===== src/rtl/fft_pkg.sv =====
// Shared FFT datapath definitions: bus widths, delay clamp and
// delay-line state encoding.
package fft_pkg;

  localparam int DNUM_BUS_W      = 4;
  localparam int CALC_TEMP_BUS_W = 16;

  typedef enum logic {
    FLUSH = 1'b0,
    RUN   = 1'b1
  } state_e;

  function automatic int unsigned clamp_delay(
    input int unsigned d,
    input int unsigned mx
  );
    if (d == 0) return 1;
    if (d > mx) return mx;
    return d;
  endfunction

endpackage


===== src/rtl/fft_delay_ram.sv =====
// Circular {valid, re, im} storage with a free-running write
// pointer and a read port trailing it by len entries.
module fft_delay_ram #(
  parameter int WIDTH = 16,
  parameter int DEPTH = 16,
  parameter int AW    = $clog2(DEPTH)
) (
  input  logic             clk,
  input  logic             rst_n,
  input  logic             we,
  input  logic             clr,
  input  logic             in_valid,
  input  logic [WIDTH-1:0] in_re,
  input  logic [WIDTH-1:0] in_im,
  input  logic [AW-1:0]    len,
  output logic             rd_valid,
  output logic [WIDTH-1:0] rd_re,
  output logic [WIDTH-1:0] rd_im
);

  logic [AW-1:0]    wp;
  logic [AW-1:0]    rp;
  logic [DEPTH-1:0] vld;
  logic [WIDTH-1:0] re_m [DEPTH];
  logic [WIDTH-1:0] im_m [DEPTH];

  // len == DEPTH truncates to 0, so the slot about to be
  // overwritten is read: exactly DEPTH cycles old.
  assign rp = wp - len;

  always_ff @(posedge clk or negedge rst_n) begin
    if (!rst_n) begin
      wp  <= '0;
      vld <= '0;
    end else if (we) begin
      wp <= wp + 1'b1;
      if (clr) vld <= '0;
      vld[wp] <= in_valid;
    end
  end

  always_ff @(posedge clk) begin
    if (we) begin
      re_m[wp] <= in_re;
      im_m[wp] <= in_im;
    end
  end

  assign rd_valid = vld[rp];
  assign rd_re    = re_m[rp];
  assign rd_im    = im_m[rp];

endmodule


===== src/rtl/fft_delay_line.sv =====
// Runtime-programmable complex delay line with flush on delay change.
// Optional clock enable port when FFT_DELAY_CE_EN is defined.
module fft_delay_line
  import fft_pkg::*;
#(
  parameter int WIDTH     = CALC_TEMP_BUS_W,
  parameter int MAX_DEPTH = 16,
  parameter int DNUM_W    = DNUM_BUS_W
) (
  input  logic              clk,
  input  logic              rst_n,
`ifdef FFT_DELAY_CE_EN
  input  logic              ce,
`endif
  input  logic [DNUM_W-1:0] dnum,
  input  logic              in_valid,
  input  logic [WIDTH-1:0]  in_re,
  input  logic [WIDTH-1:0]  in_im,
  output logic              out_valid,
  output logic [WIDTH-1:0]  out_re,
  output logic [WIDTH-1:0]  out_im,
  output logic              busy
);

  localparam int AW = $clog2(MAX_DEPTH);
  localparam int LW = AW + 1;

  logic             en;
  state_e           state, state_d;
  logic [LW-1:0]    len_q, len_d;
  logic [LW-1:0]    cnt, cnt_d;
  logic             chg, clr;
  logic             rd_valid;
  logic [WIDTH-1:0] rd_re, rd_im;

`ifdef FFT_DELAY_CE_EN
  assign en = ce;
`else
  assign en = 1'b1;
`endif

  assign len_d = LW'(clamp_delay(32'(dnum), 32'(MAX_DEPTH)));
  assign chg   = (len_d != len_q);

  fft_delay_ram #(
    .WIDTH (WIDTH),
    .DEPTH (MAX_DEPTH),
    .AW    (AW)
  ) u_ram (
    .clk      (clk),
    .rst_n    (rst_n),
    .we       (en),
    .clr      (clr),
    .in_valid (in_valid),
    .in_re    (in_re),
    .in_im    (in_im),
    .len      (len_q[AW-1:0]),
    .rd_valid (rd_valid),
    .rd_re    (rd_re),
    .rd_im    (rd_im)
  );

  always_ff @(posedge clk or negedge rst_n) begin
    if (!rst_n) begin
      state <= FLUSH;
      len_q <= LW'(1);
      cnt   <= '0;
    end else if (en) begin
      state <= state_d;
      len_q <= len_d;
      cnt   <= cnt_d;
    end
  end

  always_comb begin
    state_d = state;
    cnt_d   = cnt;
    clr     = 1'b0;
    unique case (state)
      FLUSH: begin
        if (chg) begin
          cnt_d = '0;
          clr   = 1'b1;
        end else if (cnt == len_q - 1'b1) begin
          state_d = RUN;
        end else begin
          cnt_d = cnt + 1'b1;
        end
      end
      RUN: begin
        if (chg) begin
          state_d = FLUSH;
          cnt_d   = '0;
          clr     = 1'b1;
        end
      end
    endcase
  end

  always_comb begin
    busy = (state == FLUSH);
  end

  // Gate on the next state so a delay change blanks output at once.
  always_ff @(posedge clk or negedge rst_n) begin
    if (!rst_n) begin
      out_valid <= 1'b0;
      out_re    <= '0;
      out_im    <= '0;
    end else if (en) begin
      if (state_d == RUN && rd_valid) begin
        out_valid <= 1'b1;
        out_re    <= rd_re;
        out_im    <= rd_im;
      end else begin
        out_valid <= 1'b0;
        out_re    <= '0;
        out_im    <= '0;
      end
    end
  end

endmodule


===== config.mk =====
export PLATFORM = sky130hd
export DESIGN_NAME = fft_delay_line
export DESIGN_NICKNAME = d
export VERILOG_FILES = /design/src/rtl/fft_pkg.sv /design/src/rtl/fft_delay_ram.sv /design/src/rtl/fft_delay_line.sv
export SDC_FILE = /design/constraint.sdc
export NUM_CORES = 1
export LEC_CHECK = 0
export BUFFER_PORTS_ARGS = -buffer_cell sky130_fd_sc_hd__clkbuf_2
export CAP_MARGIN = 20
export CORE_MARGIN = 2
export CORE_UTILIZATION = 45
export DETAILED_ROUTE_END_ITERATION = 8
export PLACE_DENSITY_LB_ADDON = 0.1
export RECOVER_POWER = 50
export SYNTH_ARGS = -nofsm -noshare
export SYNTH_HDL_FRONTEND = slang
export SYNTH_SLANG_ARGS = --single-unit

===== constraint.sdc =====
create_clock -name clk -period 3.9 [get_ports clk]
set_input_delay 0.78 -clock clk [delete_from_list [all_inputs] [get_ports clk]]
set_output_delay 0.78 -clock clk [all_outputs]
set_load 0.02 [all_outputs]

# == Yosys cells after proc, flatten, opt, wreduce, memory -nomap -nowiden ==
# Memories as Yosys holds them, arrays and structs flattened.
# Index checks and enable logic that the tools add are counted.
# totals
wordCells,47
ramBits,512
reg_bits,64
n_memories,2
# memory_table
name,depth,width,rd,rd_clocked_by_memory_dff,wr,line,rtl
u_ram.im_m,16,16,1,0,1,fft_delay_ram.sv:25,logic [WIDTH-1:0] im_m [DEPTH];
u_ram.re_m,16,16,1,0,1,fft_delay_ram.sv:24,logic [WIDTH-1:0] re_m [DEPTH];
# classes
bitwise_logic,1
n_addsub,4
eq_ne,4
n_lt_le_gt_ge,3
mux,21
reduce_logical,4
# ops
op,n
16-bit two-way mux,3
16-bit bitwise mux,1
5-bit two-way mux,3
"4-bit by 5-bit less-than comparator with 1-bit output, second input constant",2
5-bit one-hot mux with 2 select lines,1
1-bit two-way mux,9
"5-bit by 1-bit adder with 5-bit output, second input constant",1
5-bit == test,1
5-bit inequality test,1
"5-bit by 1-bit subtractor with 5-bit output, second input constant",1
"4-bit by 1-bit adder with 4-bit output, second input constant",1
1-bit binary-select mux with 4-bit select,1
1-bit demux with 4-bit select,1
"4-bit by 1-bit greater-or-equal comparator with 1-bit output, second input constant",1
4-bit logical NOT,1
4-bit two-way mux,1
4-bit subtractor,1
"3-bit inequality test, second input constant",1
1-bit logical AND,2
"2-bit by 1-bit inequality test with 1-bit output, second input constant",1
1-bit one-hot mux with 2 select lines,1
2-bit AND reduction,1
1-bit inverter,1

# == Logic depth before layout (Yosys ltp) ==
# Gate-level depths: netlist (run 1).
# logic_depth
ltp_word,8
depth_mapped,11

# == Modules after synthesis ==
# Synthesis (run 1) repeated with hierarchy kept, for this count alone.
# unflattened
cells_unflattened,1166
hier_area_um2,22534.1
# modules_own_cells
module,seq_area_each_um2,area_per_inst_um2,cells_per_inst,n_inst
fft_delay_ram,15875.2,20888.8,1031,1
fft_delay_line,1077.3,1645.3,135,1

# == Least setup slack after synthesis (run 1) ==
# OpenSTA, ideal clock, no wires.
# synth_path
path_type,register to register
from,register len_q[0]
to,register out_im[10]
slack_ns,1.078
t_arrival_ns,2.660
setup_time_ns,0.161
path_stages_with_launch,10
path_buffers,2
path_cell_list,dfstp_2 ha_1 inv_1 fa_1 buf_6 mux4_2 mux2_2 o2111ai_4 buf_6 a311oi_2
# synth_via
elab_chain_len,7
word_cells_on_any_way,13
classes_between,add/sub: 2; eq/ne: 2; mux: 7; reduce/logical: 1; memory: 1
# synth_rtl
element,line,rtl
from (decl),fft_delay_line.sv:30,"logic [LW-1:0] len_q, len_d;"
from (signal assigned),fft_delay_line.sv:70,len_q <= len_d;
5-bit by 1-bit subtractor with 5-bit output,fft_delay_line.sv:84,end else if (cnt == len_q - 1'b1) begin
5-bit == test,fft_delay_line.sv:84,
1-bit two-way mux,fft_delay_line.sv:84,
1-bit two-way mux,fft_delay_line.sv:81,if (chg) begin
1-bit one-hot mux with 2 select lines,fft_delay_line.sv:79,unique case (state)
1-bit logical AND,fft_delay_line.sv:111,if (state_d == RUN && rd_valid) begin
16-bit two-way mux *,fft_delay_line.sv:111,
to (signal assigned),fft_delay_line.sv:114,out_im <= rd_im;
to (decl),fft_delay_line.sv:21,"output logic [WIDTH-1:0] out_im,"
# Mark *: on every way between the ends. The rest lies on a longest branch, timed or not. The select of a mux whose other input is x is not followed.
# A chain may end at the register's enable or synchronous reset.

# == Worst setup path after layout (run 1) ==
# layout_path
from,register len_q[0]
to,register out_im[15]
# The elaborated chain is that of the path after synthesis.

==> metrics.md, run 1 <==
| Metric | Value |
|---|---|
| TNS Setup | 0 ns |
| CTS tree | done |
| Critical path class | flip-flop to flip-flop |
| Clock power share | 0.424 |
| Worst R2R Start | len_q[0]$_DFF_PN1_ |
| Worst EP arrival | 3.80 ns |
| Final worst clock skew | 0.0192 ns |
| DR pass1 iterations | 5 |
| Outcome | finished with violations |
| Total clock sinks | 575 |
| Post-synthesis compound-gate area fraction | 0.0409 |
| Syn nets | 1122 |
| Failing checks | capacitance limit, slew limit |
| GR Util All Layers | 0.207 |
| Worst hold path type | input pin to flip-flop |
| Pwr Total | 12.7 mW |
| EDFF count, synth | 512 |
| Leakage | 8.51 nW |
| Die area | 51500 um^2 |
| R2r worst-path depth | 8 |
| Total global routing overflow | 0 |
| WHS Endpoint | len_q[3]$_DFF_PN0_ |
| Crit start category | flip-flop |
| XOR/XNOR Fraction of Synth Area | 0.00694 |
| Clock Latency Late Sink | 0.62 ns |
| Die Width | 227 um |
| Internal | 10.1 mW |
| Endpoint type of the worst setup path | flip-flop |
| First-pass GRT wire length | 75500 um |
| Synth unique cells | 43 |
| Core ar. | 49000 um^2 |
| Initial Utilization | 0.457 |
| Vias/cell | 5.67 |
| # IOs | 73 |
| Ys flop type | edfxtp_1 |
| Core Rows | 81 |
| R2R Path End | out_im[15]$_DFF_PN0_ |
| Synthesized area | 22400 um^2 |
| Iteration-0 DRC Markers | 1077 |
| Worst-Margin Slew | 1.66 ns |
| Hold Crit Start | dnum[3] |
| CP Max Fanout | 33 |
| Post-cts sizing count | 0 |
| Hold Path Stages | 1 |
| Sw Pwr | 2.66 mW |
| Slew Limit Headroom | -0.110 |
| Vias in the first global route | 11200 |
| Share of cells above drive strength 1 | 0.281 |
| Worst vdd ir | 0.350 mV |
| Final setup violation count | 0 |
| DR DRC count | 0 |
| Max frequency | 298 MHz |
| Max cap viols | 1 |
| Reg power frac | 0.529 |
| Setup repair bufs after CTS | 0 |
| Mapped Avg Cell Area | 20.8 um^2 |
| Synth Instances | 1073 |
| Synthesis-to-layout area growth | 13.9% |
| Largest net degree at the start of global routing | 53 |
| Slew Viols, Final | 50 |
| Seq/Total Area, Yosys | 0.758 |
| CTS Root Cell | clkbuf_16 |
| Adder-cell share of the synthesized area | 0.00593 |
| Num CTS Buffers | 59 |
| RSZ-0062 raised after global routing | false |
| Routed len/inst | 27.1 um |
| Diode count | 0 |
| Post-synthesis mux area share | 0.135 |
| I/O Buffers | 72 |
| Power Density | 500 nW/um^2 |
| Yosys reg bits | 575 |
| Final Net Count | 1231 |
| Largest family of logic cells by synthesized area | multiplexers |
| Antenna violations before repair | 3 |
| Via Count | 10800 |
| Hold Fails Final Rpt | 0 |
| Final core occ | 0.520 |
| Fin crit share | 0.862 |
| CTS Hold Bufs | 0 |
| Placer Congestion | 0.718 |
| Reg2reg setup slack | 0.54 ns |
| Async set-reset flop share out of synthesis | 0.110 |
| Longest Clk Path Bufs | 3 |
| Worst Path Required | 4.34 ns |
| Routed WL | 51400 um |
| CTS H-tree lvls | 2 |
| Sw Ratio | 0.209 |
| Chip height | 227 um |
| Crit path time final | 3.36 ns |
| ANT nets after route | 0 |
| Clk slew on worst S/H paths | 0.06 ns |
| DP Wirelength | 27400 um |
| Warning count from the yosys run | 0 |
| Synthesized-area fraction occupied by and/or/nand/nor cells | 0.0350 |
| Share of power burned in combinational logic | 0.047 |
-- flip-flops by register name, indices dropped and copies added, names as in the netlist --
register / count
u_ram.vld: 16
u_ram.wp: 4
u_ram.re_m: 256
out_valid: 1
cnt: 5
u_ram.im_m: 256
len_q: 4
out_re: 16
state: 1
out_im: 16
-- per-stage QoR --
step	cell area, um^2	setup WS, ns	hold WS, ns	cells
floorplan	22400	1.08	0.484	1073
global placement	23700	0.556	0.517	1785
detailed placement	23700	0.516	0.520	1785
CTS	25500	0.511	0.282	1897
global route	25500	0.419	0.313	1897
finish	25500	0.540	0.336	1897
-- cell type report --
class,count,area (um^2)
well taps,664,831
repair buffers,114,741
clock buffers,90,1690
inverters,9,33.8
multi-input cells,423,5060
clock inverters,22,168
flip-flops and latches,575,17000
fillers,3914,23500
-- synth_stat cells, drive strengths merged (5+ instances only) --
master / number / area share
xnor2: 12 / 0.0047
a211oi: 32 / 0.011
clkbuf: 24 / 0.0040
nand2: 97 / 0.016
nor2: 7 / 0.0012
and2: 13 / 0.0036
o21ai: 17 / 0.0040
dfrtp: 62 / 0.069
inv: 9 / 0.0015
mux4: 131 / 0.13
mux2i: 5 / 0.0022
a311oi: 35 / 0.022
ha: 9 / 0.0050
and3: 36 / 0.010
buf: 42 / 0.013
edfxtp: 512 / 0.69
-- critical path, stage by stage, from the launching register on --
cell and delay (ns):
dfstp_2 0.60, ha_4 0.15, inv_1 0.04, fa_4 0.89
mux4_2 0.52, mux2_2 0.30, o2111ai_4 0.22, buf_12 0.36
a311oi_1 0.08
-- power groups by stage --
| stage | sequential (mW) | clock [mW] | combinational (mW) |
|---|---|---|---|
| 6_report | 6.74 | 5.40 | 0.599 |
| 5_1_grt | 6.74 | 5.75 | 0.654 |
| 4_1_cts | 6.74 | 5.51 | 0.618 |
| 3_5_place_dp | 6.87 | 0 | 0.617 |
| 3_3_place_gp | 6.86 | 0 | 0.610 |
| 2_1_floorplan | 6.86 | 0 | 0.390 |
-- worst max path at each step --
stage	from	endpoint	slack, ns	cells past startpoint
after floorplan	len_q[0]$_DFF_PN1_	out_im[10]$_DFF_PN0_	1.08	9
after detailed placement	len_q[0]$_DFF_PN1_	out_im[15]$_DFF_PN0_	0.52	8
after global placement	len_q[0]$_DFF_PN1_	out_im[0]$_DFF_PN0_	0.56	8
after global routing	u_ram.wp[0]$_DFF_PN0_	out_im[15]$_DFF_PN0_	0.42	9
after CTS	len_q[0]$_DFF_PN1_	out_im[15]$_DFF_PN0_	0.51	8
final	len_q[0]$_DFF_PN1_	out_im[15]$_DFF_PN0_	0.54	8
-- layout by cell type, fill, tap and decap left out, types with 3 or more instances in the layout --
cell / count
buf_12: 9
and3_2: 3
ha_1: 8
a311oi_2: 29
and3_1: 33
clkinv_1: 10
mux4_2: 131
a311oi_1: 6
nand2_1: 96
clkbuf_2: 37
clkbuf_16: 60
dfrtp_1: 62
buf_4: 32
o21ai_0: 16
a211oi_1: 32
and2_2: 12
clkbuf_8: 8
clkbuf_1: 58
nor3_1: 4
clkinv_2: 6
xnor2_1: 11
mux2i_1: 5
xor2_1: 3
edfxtp_1: 512
inv_1: 8
nand3_1: 3
nor2_1: 7
-- per-layer routing --
layer,wire [um],track usage
met5,25,0
met4,905,0.0573
met3,2400,0.0316
met2,24700,0.327
met1,23300,0.303
-- cell families (layout without fill, tap and decap cells) --
| group | count (synthesis) | count (layout) |
|---|---|---|
| flip-flops | 575 | 575 |
| XOR/XNOR | 16 | 16 |
| buffers and inverters | 75 | 235 |
| AND/OR/NAND/NOR | 167 | 167 |
| AO/OA/AOI/OAI | 93 | 93 |
| multiplexers | 137 | 137 |
| adder cells (fa/ha/maj) | 10 | 10 |
Note: power is estimated with default switching activity, not from simulation.
==> run 2, diff against run 1 <==
- clock period: 3.9 -> 4.05 ns (I/O delays scaled with it)
==> run 2 against run 1 <==
  * Cell area about the same
  * First-iteration DRC count down 3.0%
  * Critical path depth unchanged
  * Register-to-register slack better by 0.14 ns
  * The flow now finishes without violations
  * Flip-flop and latch count unchanged
  * Global-route usage up 0.071 points
  * Utilization about the same
  * Non-clock buffer count up 4
  * Combinational power down 3.8%
  * Die area unchanged
  * Largest power group unchanged
  * Clock skew down 0.0029 ns
==> metrics.md, run 2 (synthesis gave the netlist of run 1 again) <==
| Metric | Value |
|---|---|
| Hold Fails Final Rpt | 0 (unchanged) |
| Core Rows | 81 (unchanged) |
| Num CTS Buffers | 58 (-1.7%) |
| First-pass GRT wire length | 76100 um (+0.80%) |
| Antenna violations before repair | 2 (-1) |
| Critical path's slowest cell | fa_4 |
| Final Net Count | 1234 (+0.24%) |
| Critical path class | flip-flop to flip-flop |
| GR Util All Layers | 0.208 (+0.000708) |
| Die Width | 227 um (unchanged) |
| Largest net degree at the start of global routing | 53 (unchanged) |
| Worst vdd ir | 0.262 mV (-25%) |
| Slew Viols, Final | 0 (-100%) |
| Pwr Total | 12.4 mW (-2.9%) |
| Fin cells | 1902 (+0.26%) |
| TNS Setup | 0 ns (unchanged) |
| Final worst clock skew | 0.0162 ns (-0.00294 ns) |
| Iteration-0 DRC Markers | 1045 (-3.0%) |
| Max frequency | 297 MHz (-0.36%) |
| CTS Root Cell | clkbuf_16 |
| DR pass1 iterations | 5 (unchanged) |
| Die area | 51500 um^2 (unchanged) |
| Power Density | 485 nW/um^2 (-3.0%) |
| Biggest regs | u_ram.im_m: 256 flops, u_ram.re_m: 256 flops |
| Initial Utilization | 0.457 (unchanged) |
| # IOs | 73 (unchanged) |
| Max stage delay on crit path | 0.90 ns (about the same) |
| Core ar. | 49000 um^2 (unchanged) |
| R2r worst-path depth | 8 (unchanged) |
| Clk slew on worst S/H paths | 0.06 ns (about the same) |
| Endpoint type of the worst setup path | flip-flop |
| Reg2reg setup slack | 0.68 ns (+0.14 ns) |
| DR DRC count | 0 (unchanged) |
| Setup repair bufs after CTS | 0 (unchanged) |
| Cell Chain, Critical Path | ha_4 > inv_1 > fa_4 > mux4_2 > mux2_2 > o2111ai_4 > buf_12 > a311oi_2 |
| Internal | 9.75 mW (-3.2%) |
| Share of power burned in combinational logic | 0.047 (about the same) |
| Synthesis-to-layout area growth | 14.0% (about the same) |
| Worst hold path type | input pin to async pin |
| Vias in the first global route | 11500 (+2.8%) |
| Post-cts sizing count | 0 (unchanged) |
| CTS H-tree lvls | 2 (unchanged) |
| Worst-Margin Slew | 1.35 ns (-0.313 ns) |
| RSZ-0062 raised after global routing | false |
| Clock power share | 0.429 (+0.005) |
| Total clock sinks | 575 (unchanged) |
| Reg power frac | 0.525 (-0.004) |
| ANT nets after route | 0 (unchanged) |
| Worst R2R Start | len_q[0]$_DFF_PN1_ |
| Placer Congestion | 0.724 (+0.84%) |
| Routed WL | 51300 um (-0.11%) |
| CP Max Fanout | 33 (unchanged) |
| Sw Ratio | 0.212 (+0.00256) |
| Routed len/inst | 27.0 um (-0.38%) |
| Max cap viols | 0 (-1) |
| CTS tree | done |
| Outcome | finished, final reports clean |
| DP Wirelength | 27600 um (+0.72%) |
| Crit path time final | 3.37 ns (+0.0122 ns) |
| Vias/cell | 5.63 (-0.70%) |
| Placed Cells incl. Taps | 1789 (+0.22%) |
| Leakage | 8.54 nW (+0.35%) |
| I/O Buffers | 72 (unchanged) |
| R2R Path End | out_re[1]$_DFF_PN0_ |
| CTS Hold Bufs | 0 (unchanged) |
| Most frequent cells in the layout | 512 x edfxtp_1, 131 x mux4_2, 96 x nand2_1 |
| Longest Clk Path Bufs | 3 (unchanged) |
| Chip height | 227 um (unchanged) |
| Worst Path Buf+Inv | 2 (unchanged) |
| Via Count | 10700 (-0.44%) |
| Share of cells above drive strength 1 | 0.290 (+0.00926) |
| Clock Latency Late Sink | 0.62 ns (about the same) |
| Final setup violation count | 0 (unchanged) |
| Worst EP arrival | 3.81 ns (about the same) |
| CP delay by family, top | adder cells |
| Fill count | 3900 (-0.36%) |
| Sw Pwr | 2.62 mW (-1.7%) |
| Most common cell after layout, fill and taps aside | edfxtp_1 |
| Total global routing overflow | 0 (unchanged) |
| Fin crit share | 0.833 (-0.0289) |
| Worst Path Required | 4.49 ns (+0.15 ns) |
| Crit start category | flip-flop |
| Slew Limit Headroom | 0.0984 (+0.208) |
## run 2: changes by cell type in the layout (fill, tap and decap cells not counted), sizes merged
| cell | before | now |
|---|---|---|
| clkbuf | 163 | 146 |
| clkinv | 17 | 27 |
| buf | 41 | 46 |
| bufinv | 2 | 5 |
| diode | 0 | 3 |
| inv | 10 | 11 |
## run 2: power by group through the flow
stage	registers, mW	logic, mW	clock network (mW)
final	6.49	0.576	5.30
after global routing	6.49	0.629	5.63
after global placement	6.61	0.586	0
after detailed placement	6.61	0.592	0
after CTS	6.49	0.593	5.42
after floorplan	6.61	0.376	0
## run 2: cell type report
| cell class | instances | area [um^2] | area share |
|---|---|---|---|
| inverter | 9 | 33.8 | 0.00133 |
| tap | 664 | 831 | 0.0326 |
| antenna | 3 | 7.51 | 0.000294 |
| sequential | 575 | 17000 | 0.665 |
| multi-input combinational | 423 | 5060 | 0.198 |
| clock inverter | 36 | 315 | 0.0124 |
| timing repair buffer | 118 | 736 | 0.0289 |
| clock buffer | 74 | 1560 | 0.0613 |
## run 2: worst max-delay path by stage
stage                       startpoint                   end  cells after the start
global placement    len_q[0]$_DFF_PN1_  out_re[15]$_DFF_PN0_                      8
floorplan           len_q[0]$_DFF_PN1_  out_im[10]$_DFF_PN0_                      9
finish              len_q[0]$_DFF_PN1_   out_re[1]$_DFF_PN0_                      8
detailed placement  len_q[0]$_DFF_PN1_  out_re[15]$_DFF_PN0_                      8
CTS                 len_q[0]$_DFF_PN1_   out_im[0]$_DFF_PN0_                      8
global route        len_q[0]$_DFF_PN1_   out_im[0]$_DFF_PN0_                      8
## run 2: per-stage QoR
| stage | util | instance area (um^2) | worst slack, ns | hold slack [ns] |
|---|---|---|---|---|
| after detailed placement | 0.483 | 23700 | 0.670 | 0.522 |
| final | 0.521 | 25500 | 0.678 | 0.278 |
| after global routing | 0.521 | 25500 | 0.543 | 0.325 |
| after global placement | 0.483 | 23700 | 0.704 | 0.519 |
| after floorplan | - | 22400 | 1.23 | 0.499 |
| after CTS | 0.522 | 25500 | 0.647 | 0.289 |
## run 2: per-layer routing
metal  share of wire  track usage
met1            0.45        0.295
met2            0.49        0.340
met3           0.045       0.0332
met4           0.017       0.0512
met5               0            0
==> run 3, diff against run 2 <==
- ABC_AREA: unset -> 1
- clock period: 4.05 -> 3.45 ns (I/O delays scaled with it)
==> run 3 against run 2 <==
  * Clock power up 15%
  * Critical endpoint is now out_re[2]$_DFF_PN0_
  * Worst setup slack worse by 0.32 ns
  * Critical path depth up 2
  * Sequential power up 17%
  * Cell count up 42%
  * Largest power group unchanged
  * The run now ends with capacitance limit, slew limit left
==> metrics.md, run 3 <==
| Metric | Value |
|---|---|
| Crit path time final | 3.10 ns (-0.277 ns) |
| CP Max Fanout | 70 (+110%) |
| Failing checks | capacitance limit, slew limit |
| TNS Setup | 0 ns (unchanged) |
| CTS tree | done |
| Slew Viols, Final | 36 (+36) |
| Top post-synthesis cells by area | edfxtp_1 67%, nand3_1 11%, nand2_1 9.7% |
| Mapped Avg Cell Area | 12.0 um^2 (-43%) |
| Final Net Count | 2032 (+65%) |
| Routed WL | 59300 um (+15%) |
| Die Width | 230 um (+1.6%) |
| Synthesis-to-layout area growth | 13.0% |
| R2r worst-path depth | 10 (+2) |
| Crit start category | flip-flop |
| Iteration-0 DRC Markers | 1433 (+37%) |
| Core ar. | 50400 um^2 (+2.9%) |
| GRT busiest layer | met2 |
| Worst EP arrival | 3.60 ns (-0.21 ns) |
| CTS H-tree lvls | 2 (unchanged) |
| Clock Latency Late Sink | 0.62 ns (about the same) |
| Seq/Total Area, Yosys | 0.734 (-0.0235) |
| Share of cells above drive strength 1 | 0.0983 (-0.192) |
| Grt met3 use | 0.0316 (-0.00155) |
| Synth Instances | 1928 (+80%) |
| Placer Congestion | 0.767 (+5.9%) |
| Worst hold path type | input pin to flip-flop |
| EDFF count, synth | 512 (unchanged) |
| Cell with the most instances after synthesis | nand2_1 |
| Final worst clock skew | 0.0120 ns (-0.00426 ns) |
| Clk slew on worst S/H paths | 0.06 ns (about the same) |
| Fin crit share | 0.897 (+0.0647) |
| Vias/cell | 5.44 (-3.5%) |
| RSZ-0062 raised after global routing | false |
| Worst Path Required | 3.95 ns (-0.54 ns) |
| M1 GR Usage | 0.323 (+0.0276) |
| First-pass GRT wire length | 90200 um (+19%) |
| Biggest regs | u_ram.im_m: 256 flops, u_ram.re_m: 256 flops |
| Max cap viols | 1 (+1) |
| Longest Clk Path Bufs | 3 (unchanged) |
| Most used cell, CP | nand3_1 |
| Post-cts sizing count | 0 (unchanged) |
| Critical path's slowest cell | fa_4 |
| DR pass1 iterations | 8 (+3) |
| Core Rows | 82 (+1.2%) |
| Synth unique cells | 28 (-35%) |
| Hold Fails Final Rpt | 0 (unchanged) |
| Met2 Usage GRT | 0.368 (+0.0284) |
| Worst vdd ir | 0.394 mV (+50%) |
| CTS Hold Bufs | 0 (unchanged) |
| Async set-reset flop share out of synthesis | 0.110 (unchanged) |
| # IOs | 73 (unchanged) |
| Vias in the first global route | 14400 (+26%) |
| Total global routing overflow | 0 (unchanged) |
| CP delay by family, top | adder cells |
| Largest net degree at the start of global routing | 182 (+240%) |
| GR Util All Layers | 0.227 (+0.0191) |
| Final setup violation count | 0 (unchanged) |
| R2R Path End | out_re[2]$_DFF_PN0_ |
| ANT nets after route | 0 (unchanged) |
| Most common cell after layout, fill and taps aside | nand2_1 |
| Critical path class | flip-flop to flip-flop |
| Slew Limit Headroom | -0.806 (-0.905) |
| Most frequent cells in the layout | 594 x nand2_1, 512 x edfxtp_1, 491 x nand3_1 |
| Cell Chain, Critical Path | inv_1 > ha_4 > inv_1 > fa_4 > buf_4 > nand3_1 > nand3_1 > nand3_1 > nand2_1 > nor2_1 |
| Num CTS Buffers | 59 (+1.7%) |
| Leakage | 9.63 nW (+13%) |
| Worst Path Buf+Inv | 3 (+1) |
| Worst R2R Start | u_ram.wp[0]$_DFF_PN0_ |
| Hold Path Stages | 1 |
| I/O Buffers | 72 (unchanged) |
| Warning count from the yosys run | 0 (unchanged) |
| Die area | 53100 um^2 (+3.1%) |
| CTS Root Cell | clkbuf_16 |
| Synthesized area | 23100 um^2 (+3.2%) |
| Post-synth top cells | 597 x nand2_1, 512 x edfxtp_1, 491 x nand3_1 |
| Reg2reg setup slack | 0.35 ns (-0.32 ns) |
| Max stage delay on crit path | 0.83 ns (-0.07 ns) |
| Initial Utilization | 0.458 (+0.00131) |
| Placed Cells incl. Taps | 2594 (+45%) |
| WHS Endpoint | len_q[2]$_DFF_PN0_ |
| Endpoint type of the worst setup path | flip-flop |
| Post-synth top area share | 0.666 (-0.0214) |
| Chip height | 230 um (+1.6%) |
| Antenna violations before repair | 2 (unchanged) |
| Via Count | 14700 (+37%) |
| Yosys reg bits | 575 (unchanged) |
| Area leader, netlist | edfxtp_1 |
| Worst-Margin Slew | 2.71 ns (+1.36 ns) |
| Syn nets | 1977 (+76%) |
| Ys flop type | edfxtp_1 |
| Power Density | 556 nW/um^2 (+15%) |
| DR DRC count | 0 (unchanged) |
| Routed len/inst | 21.9 um (-19%) |
| DP Wirelength | 29000 um (+5.1%) |
| Outcome | finished with violations |
| Max frequency | 323 MHz (+8.9%) |
| Setup repair bufs after CTS | 0 (unchanged) |
| Fin cells | 2707 (+42%) |
| Hold Crit Start | dnum[2] |
| Total clock sinks | 575 (unchanged) |
run 3: metal layers:
layer,vias to the layer above,share of wire
li1,6864,-
met1,7358,0.45
met2,423,0.48
met3,75,0.058
met4,2,0.019
met5,-,0.00020
run 3: logic make-up after synthesis:
family / after synthesis / share of synthesized area
XOR/XNOR: 13 / 0.00493
AO/OA/AOI/OAI: 20 / 0.00493
flip-flops: 575 / 0.734
adder cells (fa/ha/maj): 10 / 0.00575
AND/OR/NAND/NOR: 1152 / 0.217
buffers and inverters: 158 / 0.0328
run 3: metrics by stage:
stage	hold WS, ns	total power [mW]	setup WS (ns)	cell area (um^2)	utilization
finish	0.230	14.5	0.354	26100	0.518
global route	0.222	15.0	0.174	26100	0.518
CTS	0.0729	14.6	0.339	26100	0.519
detailed placement	0.502	8.59	0.360	24300	0.482
global placement	0.491	8.58	0.375	24300	0.482
floorplan	0.394	8.28	0.786	23100	-
run 3: how the worst max path moves through the flow:
stage	start	end	cells after the start	slack [ns]
after global routing	u_ram.wp[0]$_DFF_PN0_	out_re[10]$_DFF_PN0_	10	0.17
after detailed placement	u_ram.wp[0]$_DFF_PN0_	out_re[2]$_DFF_PN0_	10	0.36
after floorplan	u_ram.wp[3]$_DFF_PN0_	u_ram.vld[10]$_DFFE_PN0P_	6	0.79
final	u_ram.wp[0]$_DFF_PN0_	out_re[2]$_DFF_PN0_	10	0.35
after global placement	len_q[0]$_DFF_PN1_	out_im[1]$_DFF_PN0_	9	0.37
after CTS	u_ram.wp[0]$_DFF_PN0_	out_re[2]$_DFF_PN0_	10	0.34
run 3: where the power goes:
| part | switching [mW] | internal (mW) | total [mW] |
|---|---|---|---|
| registers | 0.0107 | 7.61 | 7.62 |
| clock network | 2.63 | 3.44 | 6.07 |
| logic | 0.602 | 0.214 | 0.816 |
run 3: final cells by class:
type | instances | area (um^2)
repair buffers | 112 | 769
well taps | 672 | 841
flip-flops and latches | 575 | 17000
inverters | 40 | 160
multi-input cells | 1195 | 5510
diodes | 1 | 2.50
fillers | 4373 | 24300
clock buffers | 86 | 1680
clock inverters | 26 | 164
